`src/rtl/red_pitaya_trigger_gen.sv`:
```
// red_pitaya_trigger_gen: programmable trigger pulse-train generator
// with sys-bus register access and free-running-counter timestamps.
module red_pitaya_trigger_gen #(
    parameter int OUTBITS = 16,
    parameter int CTRBITS = 64
) (
    input  logic               clk_i,
    input  logic               rst_i,
    input  logic [OUTBITS-1:0] trig_i,
    output logic [OUTBITS-1:0] trig_o,
    output logic               pulse_o,
    output logic               busy_o,
    input  logic [15:0]        addr,
    input  logic               wen,
    input  logic               ren,
    output logic               ack,
    output logic [31:0]        rdata,
    input  logic [31:0]        wdata
);

    typedef enum logic [2:0] {
        S_IDLE  = 3'd0,
        S_WAIT  = 3'd1,
        S_DELAY = 3'd2,
        S_HIGH  = 3'd3,
        S_LOW   = 3'd4
    } state_t;

    localparam logic [15:0] A_START  = 16'h100;
    localparam logic [15:0] A_CTRL   = 16'h104;
    localparam logic [15:0] A_MASK   = 16'h108;
    localparam logic [15:0] A_DELAY  = 16'h10C;
    localparam logic [15:0] A_WIDTH  = 16'h110;
    localparam logic [15:0] A_PERIOD = 16'h114;
    localparam logic [15:0] A_COUNT  = 16'h118;
    localparam logic [15:0] A_SMASK  = 16'h11C;
    localparam logic [15:0] A_ABORT  = 16'h120;
    localparam logic [15:0] A_CTR_LO = 16'h15C;
    localparam logic [15:0] A_CTR_HI = 16'h160;
    localparam logic [15:0] A_TS_LO  = 16'h164;
    localparam logic [15:0] A_TS_HI  = 16'h168;
    localparam logic [15:0] A_PULSES = 16'h16C;

    state_t state;
    state_t state_nxt;

    logic [1:0]         ctrl;
    logic [OUTBITS-1:0] out_mask;
    logic [OUTBITS-1:0] start_mask;
    logic [31:0]        delay_r;
    logic [31:0]        width_r;
    logic [31:0]        period_r;
    logic [31:0]        count_r;
    logic               start_strb;
    logic               abort_strb;

    logic [31:0]        sh_width;
    logic [31:0]        sh_period;
    logic [31:0]        sh_count;
    logic               sh_cont;
    logic [31:0]        cnt;
    logic [31:0]        pulses;
    logic [CTRBITS-1:0] ctr;
    logic [CTRBITS-1:0] tstamp;
    logic [OUTBITS-1:0] trig_prev;

    logic [31:0]        san_width;
    logic [31:0]        san_period;
    logic [31:0]        san_count;
    logic               ext_rise;
    logic               last_pulse;
    logic               launch;
    logic               enter_high;
    logic               enter_low;
    logic [OUTBITS-1:0] trig_nxt;
    logic               pulse_nxt;
    logic [31:0]        rd_mux;
    logic [63:0]        ctr64;
    logic [63:0]        ts64;

    assign ctr64 = 64'(ctr);
    assign ts64  = 64'(tstamp);

    // Run parameters are cleaned up once, when a run is launched.
    assign san_width  = (width_r == 32'd0) ? 32'd1 : width_r;
    assign san_period = (period_r <= san_width) ? san_width + 32'd1
                                                : period_r;
    assign san_count  = (count_r == 32'd0 && !ctrl[0]) ? 32'd1 : count_r;

    assign ext_rise   = |(trig_i & ~trig_prev & start_mask);
    assign last_pulse = !sh_cont && (pulses >= sh_count);
    assign launch     = (state == S_IDLE) && (state_nxt != S_IDLE);
    assign enter_high = (state_nxt == S_HIGH) && (state != S_HIGH);
    assign enter_low  = (state_nxt == S_LOW) && (state != S_LOW);
    assign busy_o     = (state != S_IDLE);

    always_ff @(posedge clk_i or posedge rst_i) begin
        if (rst_i) begin
            state <= S_IDLE;
        end else begin
            state <= state_nxt;
        end
    end

    always_comb begin
        state_nxt = state;
        if (abort_strb) begin
            state_nxt = S_IDLE;
        end else begin
            unique case (state)
                S_IDLE: begin
                    if (start_strb) begin
                        state_nxt = ctrl[1] ? S_WAIT : S_DELAY;
                    end
                end
                S_WAIT: begin
                    if (ext_rise) begin
                        state_nxt = S_DELAY;
                    end
                end
                S_DELAY: begin
                    if (cnt == 32'd0) begin
                        state_nxt = S_HIGH;
                    end
                end
                S_HIGH: begin
                    if (cnt == 32'd0) begin
                        state_nxt = last_pulse ? S_IDLE : S_LOW;
                    end
                end
                S_LOW: begin
                    if (cnt == 32'd0) begin
                        state_nxt = S_HIGH;
                    end
                end
                default: state_nxt = S_IDLE;
            endcase
        end
    end

    // Outputs are computed from the next state so they register in step.
    always_comb begin
        trig_nxt  = '0;
        pulse_nxt = 1'b0;
        if (state_nxt == S_HIGH) begin
            trig_nxt  = out_mask;
            pulse_nxt = (state != S_HIGH);
        end
    end

    always_ff @(posedge clk_i or posedge rst_i) begin
        if (rst_i) begin
            trig_o  <= '0;
            pulse_o <= 1'b0;
        end else begin
            trig_o  <= trig_nxt;
            pulse_o <= pulse_nxt;
        end
    end

    always_ff @(posedge clk_i or posedge rst_i) begin
        if (rst_i) begin
            sh_width  <= 32'd1;
            sh_period <= 32'd2;
            sh_count  <= 32'd1;
            sh_cont   <= 1'b0;
            cnt       <= '0;
            pulses    <= '0;
            ctr       <= '0;
            tstamp    <= '0;
            trig_prev <= '0;
        end else begin
            ctr       <= ctr + CTRBITS'(1);
            trig_prev <= trig_i;
            if (launch) begin
                sh_width  <= san_width;
                sh_period <= san_period;
                sh_count  <= san_count;
                sh_cont   <= ctrl[0];
                cnt       <= delay_r;
                pulses    <= '0;
            end else if (enter_high) begin
                cnt    <= sh_width - 32'd1;
                tstamp <= ctr;
                if (pulses != '1) begin
                    pulses <= pulses + 32'd1;
                end
            end else if (enter_low) begin
                cnt <= sh_period - sh_width - 32'd1;
            end else if (state != S_IDLE && state != S_WAIT
                         && cnt != 32'd0) begin
                cnt <= cnt - 32'd1;
            end
        end
    end

    always_comb begin
        rd_mux = '0;
        case (addr)
            A_START:  rd_mux = {29'd0, state};
            A_CTRL:   rd_mux = {30'd0, ctrl};
            A_MASK:   rd_mux = 32'(out_mask);
            A_DELAY:  rd_mux = delay_r;
            A_WIDTH:  rd_mux = width_r;
            A_PERIOD: rd_mux = period_r;
            A_COUNT:  rd_mux = count_r;
            A_SMASK:  rd_mux = 32'(start_mask);
            A_CTR_LO: rd_mux = ctr64[31:0];
            A_CTR_HI: rd_mux = ctr64[63:32];
            A_TS_LO:  rd_mux = ts64[31:0];
            A_TS_HI:  rd_mux = ts64[63:32];
            A_PULSES: rd_mux = pulses;
            default:  rd_mux = '0;
        endcase
    end

    always_ff @(posedge clk_i or posedge rst_i) begin
        if (rst_i) begin
            ack        <= 1'b0;
            rdata      <= '0;
            start_strb <= 1'b0;
            abort_strb <= 1'b0;
            ctrl       <= '0;
            out_mask   <= '0;
            start_mask <= '0;
            delay_r    <= '0;
            width_r    <= 32'd1;
            period_r   <= 32'd2;
            count_r    <= 32'd1;
        end else begin
            ack        <= wen | ren;
            rdata      <= ren ? rd_mux : 32'd0;
            start_strb <= wen && (addr == A_START);
            abort_strb <= wen && (addr == A_ABORT);
            if (wen) begin
                case (addr)
                    A_CTRL:   ctrl       <= wdata[1:0];
                    A_MASK:   out_mask   <= wdata[OUTBITS-1:0];
                    A_DELAY:  delay_r    <= wdata;
                    A_WIDTH:  width_r    <= wdata;
                    A_PERIOD: period_r   <= wdata;
                    A_COUNT:  count_r    <= wdata;
                    A_SMASK:  start_mask <= wdata[OUTBITS-1:0];
                    default:  ;
                endcase
            end
        end
    end

endmodule

```
`config.mk`:
```
export PLATFORM = sky130hd
export DESIGN_NAME = red_pitaya_trigger_gen
export DESIGN_NICKNAME = d
export VERILOG_FILES = /design/src/rtl/red_pitaya_trigger_gen.sv
export SDC_FILE = /design/constraint.sdc
export NUM_CORES = 1
export LEC_CHECK = 0
export ABC_CLOCK_PERIOD_IN_PS = 26600
export BUFFER_PORTS_ARGS = -buffer_cell sky130_fd_sc_hd__buf_2
export CAP_MARGIN = 20
export CORE_MARGIN = 2
export CORE_UTILIZATION = 55
export DETAILED_ROUTE_END_ITERATION = 12
export PLACE_DENSITY = 0.8
export SYNTH_ARGS = -nofsm -noshare
export SYNTH_HDL_FRONTEND = slang
export SYNTH_SLANG_ARGS = --single-unit
```
`constraint.sdc`:
```
create_clock -name clk_i -period 26.6 [get_ports clk_i]
set_input_delay 2.66 -clock clk_i [delete_from_list [all_inputs] [get_ports clk_i]]
set_output_delay 2.66 -clock clk_i [all_outputs]
set_load 0.05 [all_outputs]
```
# After elaboration in Yosys (flattened, before gate mapping)
# Index checks and enable logic that the tools add are counted.
[classes]
n_lt_le_gt_ge = 2
n_addsub = 7
bitwise = 5
eq_ne = 24
muxes = 22
reduce_logical = 32
[ops]
columns = ["op", "n"]
rows = [
  ["one-hot mux 32 bit (13 select lines)", 1],
  ["2-to-1 mux 32 bit", 11],
  ["== test 16 x 9 -> 1 bit (second input constant)", 14],
  ["zero test 32 bit", 3],
  ["subtractor 32 x 1 -> 32 bit (second input constant)", 3],
  ["adder 32 x 1 -> 32 bit (second input constant)", 2],
  ["adder 64 x 1 -> 64 bit (second input constant)", 1],
  ["AND 16 bit", 2],
  ["greater-or-equal comparator 32 bit", 1],
  ["<= comparator 32 bit", 1],
  ["inequality test 32 bit (second input constant)", 1],
  ["nonzero test 32 bit", 1],
  ["subtractor 32 bit", 1],
  ["2-to-1 mux 3 bit", 6],
  ["AND reduction 2 bit", 9],
  ["2-to-1 mux 16 bit", 1],
  ["inverter 16 bit", 1],
  ["OR reduction 16 bit", 1],
  ["one-hot mux 3 bit (4 select lines)", 1],
  ["== test 3 x 2 -> 1 bit (second input constant)", 3],
  ["logical AND 1 bit", 9],
  ["== test 3 bit (second input constant)", 2],
  ["nonzero test 3 bit", 2],
  ["nonzero test 2 bit", 2],
  ["12 further kinds", 13],
]
[totals]
ff_bits = 522
output_inout_bits = 51
in_bits = 68

# Longest topological paths before layout
[logic_depth]
depth_word = 12
depth_mapped = 18
mapped_depth_nobuf = 16

# Worst setup path after synthesis
# No wires, ideal clock.
[synth_timing]
path_type = "input-to-reg"
start = "input addr[11]"
end = "register rdata[21]"
required_ns = 26.518
arrival_time_ns = 4.730
stages = 8
path_buffers = 2
setup_ns = 0.082
path_slack_ns = 21.788
cell_sequence = "nor4_1 nand4_1 or3_1 nor2_1 clkbuf_1 buf_1 a22oi_1 a31oi_1"
[synth_via]
elab_chain_len = 3
[synth_lines]
columns = ["item", "line_no", "text"]
rows = [
  ["start: declaration", "13", "input logic [15:0] addr,"],
  ["== test 16 x 9 -> 1 bit", "199", "case (addr)"],
  ["one-hot mux 32 bit (13 select lines) *", "199", ""],
  ["2-to-1 mux 32 bit *", "232", "rdata <= ren ? rd_mux : 32'd0;"],
  ["end signal: assignment", "232", ""],
  ["end: declaration", "17", "output logic [31:0] rdata,"],
]
# Mark *: on every way between the ends. The rest lies on a longest branch, timed or not.
# A chain may end at the register's enable or synchronous reset.

# Worst setup path after layout
[layout_timing]
start = "input trig_i[9]"
end = "register cnt[31]"
[layout_via]
elab_chain_len = 11
[layout_lines]
columns = ["item", "line_no", "text"]
rows = [
  ["start: declaration", "9", "input logic [OUTBITS-1:0] trig_i,"],
  ["AND 16 bit * (2 in a row)", "90", "assign ext_rise = |(trig_i & ~trig_prev & start_mask);"],
  ["OR reduction 16 bit *", "90", ""],
  ["2-to-1 mux 3 bit *", "117", "if (ext_rise) begin"],
  ["one-hot mux 3 bit (4 select lines) *", "110", "unique case (state)"],
  ["2-to-1 mux 3 bit *", "107", "if (abort_strb) begin"],
  ["== test 3 bit", "94", "assign enter_low = (state_nxt == S_LOW) && (state != S_LOW);"],
  ["logical AND 1 bit", "94", ""],
  ["2-to-1 mux 32 bit", "188", "end else if (enter_low) begin"],
  ["2-to-1 mux 32 bit", "182", "end else if (enter_high) begin"],
  ["2-to-1 mux 32 bit", "175", "if (launch) begin"],
  ["end signal: assignment", "183", "cnt <= sh_width - 32'd1;"],
  ["end signal: assignment", "189", "cnt <= sh_period - sh_width - 32'd1;"],
  ["end signal: assignment", "192", "cnt <= cnt - 32'd1;"],
  ["end: declaration", "61", "logic [31:0] cnt;"],
]
# Marked as above.

==> summary.txt <==
Critical path
  – Crit path max fanout: 23
  – Critical path launch point type: input pin
  – Critical Path Sink Type: register
  – Cell mode on critical path: nand3b_1
  – Worst path cell trace: buf_2, nand3b_1, nand4_1, nor4_1, nand3b_1, and2_4, o21a_4, nor2_1, nand3_2, o221ai_1, a21oi_1
  – CP max stage cell: nand3_2
  – Worst Setup Path Type: in -> reg
  – Worst path required time: 27.05 ns
  – Crit-path max cell delay: 0.66 ns
  – Critical path arrival: 6.05 ns

Global routing
  – Antenna violations before repair: 10
  – First-pass GRT wire length: 133,000 um
  – Vias in the first global route: 22.5k
  – Largest net degree at the start of global routing: 192
  – Grt total ovfl: 0
  – Total GRT Usage: 0.335

Timing
  – Final hold viol count: 0
  – Final worst slack: 21.01 ns
  – Slew Viols, Final: 0
  – Clk_skew: 0.0202 ns
  – Min Hold Slack: 0.469 ns
  – Period minus WS final: 5.59 ns
  – Final setup fails: 0
  – TNS Setup: 0 ns
  – Actual slew at the worst max-slew pin: 1.04 ns
  – RSZ-0062 raised after global routing: no
  – Final period util: 0.210
  – Relative slew slack: 0.307
  – F_max: 0.179 GHz

Synthesis
  – Yosys top cell by area: dfrtp_1
  – Count leader, synth: dfrtp_1
  – Post-synth EDFFs: 0
  – Syn Nets: 2,959
  – Unique masters post-synth: 81
  – Area contributors post-synth: dfrtp_1, mux2_2, nand2_1
  – Mapped Cells: 2,789
  – Warnings from Yosys: 0
  – Post-synthesis register bit count: 522
  – Top_reg_cell synth: dfrtp_1
  – Post-synth top area share: 0.469
  – Seq/Total Area, Yosys: 0.475
  – Asr flop ratio synth: 1.00
  – Mean Syn Cell Area: 9.86 um^2
  – Cell area after synthesis: 0.0275 mm^2
  – Commonest cells in the netlist: dfrtp_1, nand2_1, mux2_2

Finish
  – Layout cells sized above 1: 0.156
  – NumNets Final: 3,028
  – Layout Cells excl Fill: 3,570
  – Area delta synth->final: 11.4%
  – Final Core Density: 0.623
  – Post-layout instance area: 0.0306 mm^2

Pwr
  – Pint: 1.30 mW
  – Pwr/cell area: 55.4 mW/mm^2
  – Logic pwr share: 0.043
  – Sequential power share: 0.480
  – Net Sw Frac: 0.233
  – Power Total: 1.70 mW
  – Pleak: 14.2 nW
  – Clock network power share: 0.477
  – Switch Pwr: 0.395 mW
  – Max IR drop VDD: 0.0460 mV

Clock network
  – Post-CTS Hold Buffers: 0
  – CTS root buf: clkbuf_16
  – CTS clk-pin slew, worst paths: 0.06 ns
  – H-tree depth: 2
  – Clock sink total: 522
  – Post-CTS Resized: 0
  – CTS Buffer Depth: 3
  – Post-CTS setup buffers: 0
  – CTS tree: built
  – Clk_lat worst skew: 0.63 ns
  – CTS Buf Count: 55

Placement
  – Pre-CTS WS: 20.37 ns
  – RePlAce Congestion: 0.945
  – # port buffers: 118
  – Placement-stage cell area: 0.0287 mm^2
  – Hpwl dp: 61,000 um
  – Placed insts: 3,463

Drt
  – DRT Wirelength: 85,800 um
  – Vias/cell: 6.51
  – First-pass DRT Iterations: 11
  – Routed WL per cell: 24.0 um
  – # DRC: 0
  – Routed vias: 23.2k
  – Final ANT Viol Nets: 0
  – DR iter-0 viols: 3,148

Floorplanning
  – Die Y: 228 um
  – Starting utilization of the core area: 0.560
  – Die width: 228 um
  – Core area: 0.0492 mm^2
  – Total die area: 0.0518 mm^2
  – IO Pins: 119
  – # rows: 81

Job
  – Maxcap violations: 0

Run status
  – Status: finished clean

Worst hold path
  – Hold/Removal Path Class: reg -> reg
==> final cells by class <==
type                       count  area (um^2)
fill                        3889        18500
multi-input combinational   2005        13500
sequential                   522        13100
clock buffer                  75         1550
timing repair buffer         151          891
tap                          664          831
inverter                     123          469
clock inverter                27          343
antenna                        3         7.51
==> cells in the final DEF, fill, tap and decap left out, types with 28 or more instances in the layout <==
master	count
dfrtp_1	516
nand2_1	424
mux2_2	162
xnor2_1	149
nor2_1	133
o21ai_0	133
inv_1	122
buf_2	118
nand3_1	106
ha_1	101
a21oi_1	82
nor3_1	55
clkbuf_16	55
a221oi_1	51
nand4_1	49
a22o_1	46
nor4_1	45
a31oi_1	45
xor2_1	45
a222oi_1	33
buf_4	30
o311ai_0	28
==> logic make-up (layout without fill, tap and decap cells) <==
group | Yosys count | in the layout | share of synthesized area
buffers and inverters | 262 | 376 | 0.0368
AND/OR/NAND/NOR | 983 | 983 | 0.170
flip-flops | 522 | 522 | 0.475
other | 0 | 3 | 0
multiplexers | 169 | 169 | 0.0689
XOR/XNOR | 194 | 194 | 0.0618
adder cells (fa/ha/maj) | 102 | 102 | 0.0467
AO/OA/AOI/OAI | 557 | 557 | 0.141
==> power by group through the flow <==
stage                     logic, mW  clock network [mW]  registers, mW
after floorplan              0.0441                   0          0.827
after global placement       0.0705                   0          0.829
after detailed placement     0.0726                   0          0.829
after CTS                    0.0730               0.812          0.815
after global routing         0.0819               0.843          0.816
final                        0.0739               0.809          0.815
==> layer usage <==
layer | vias to the layer above | GRT usage | share of wire
met5 | - | 0 | 0.00093
met4 | 8 | 0.141 | 0.044
met3 | 250 | 0.0635 | 0.094
met2 | 1214 | 0.520 | 0.46
met1 | 11600 | 0.463 | 0.40
li1 | 10200 | - | -
==> path summary, 6_finish.rpt <==
check,start,cells past startpoint,slack [ns],to
worst max-delay path,trig_i[9],11,21.01,cnt[31]$_DFFE_PP0P_
worst min-delay path,ts64[38]$_DFFE_PP0P_,2,0.47,ts64[38]$_DFFE_PP0P_
worst max register to register,width_r[26]$_DFFE_PP0P_,11,21.90,sh_period[0]$_DFFE_PP0P_
worst min register to register,ts64[38]$_DFFE_PP0P_,2,0.47,ts64[38]$_DFFE_PP0P_
max in group asynchronous,rst_i,6,21.50,width_r[27]$_DFFE_PP0P_
min in group asynchronous,rst_i,2,2.15,sh_width[1]$_DFFE_PP0P_
==> critical path, delay by kind of cell <==
family | cells | cell delay (ns)
buffers and inverters | 1 | 0.11
and+or+nand+nor | 7 | 2.53
AOI/OAI and AO/OA | 3 | 0.72
(Power assumes the default switching activity.)
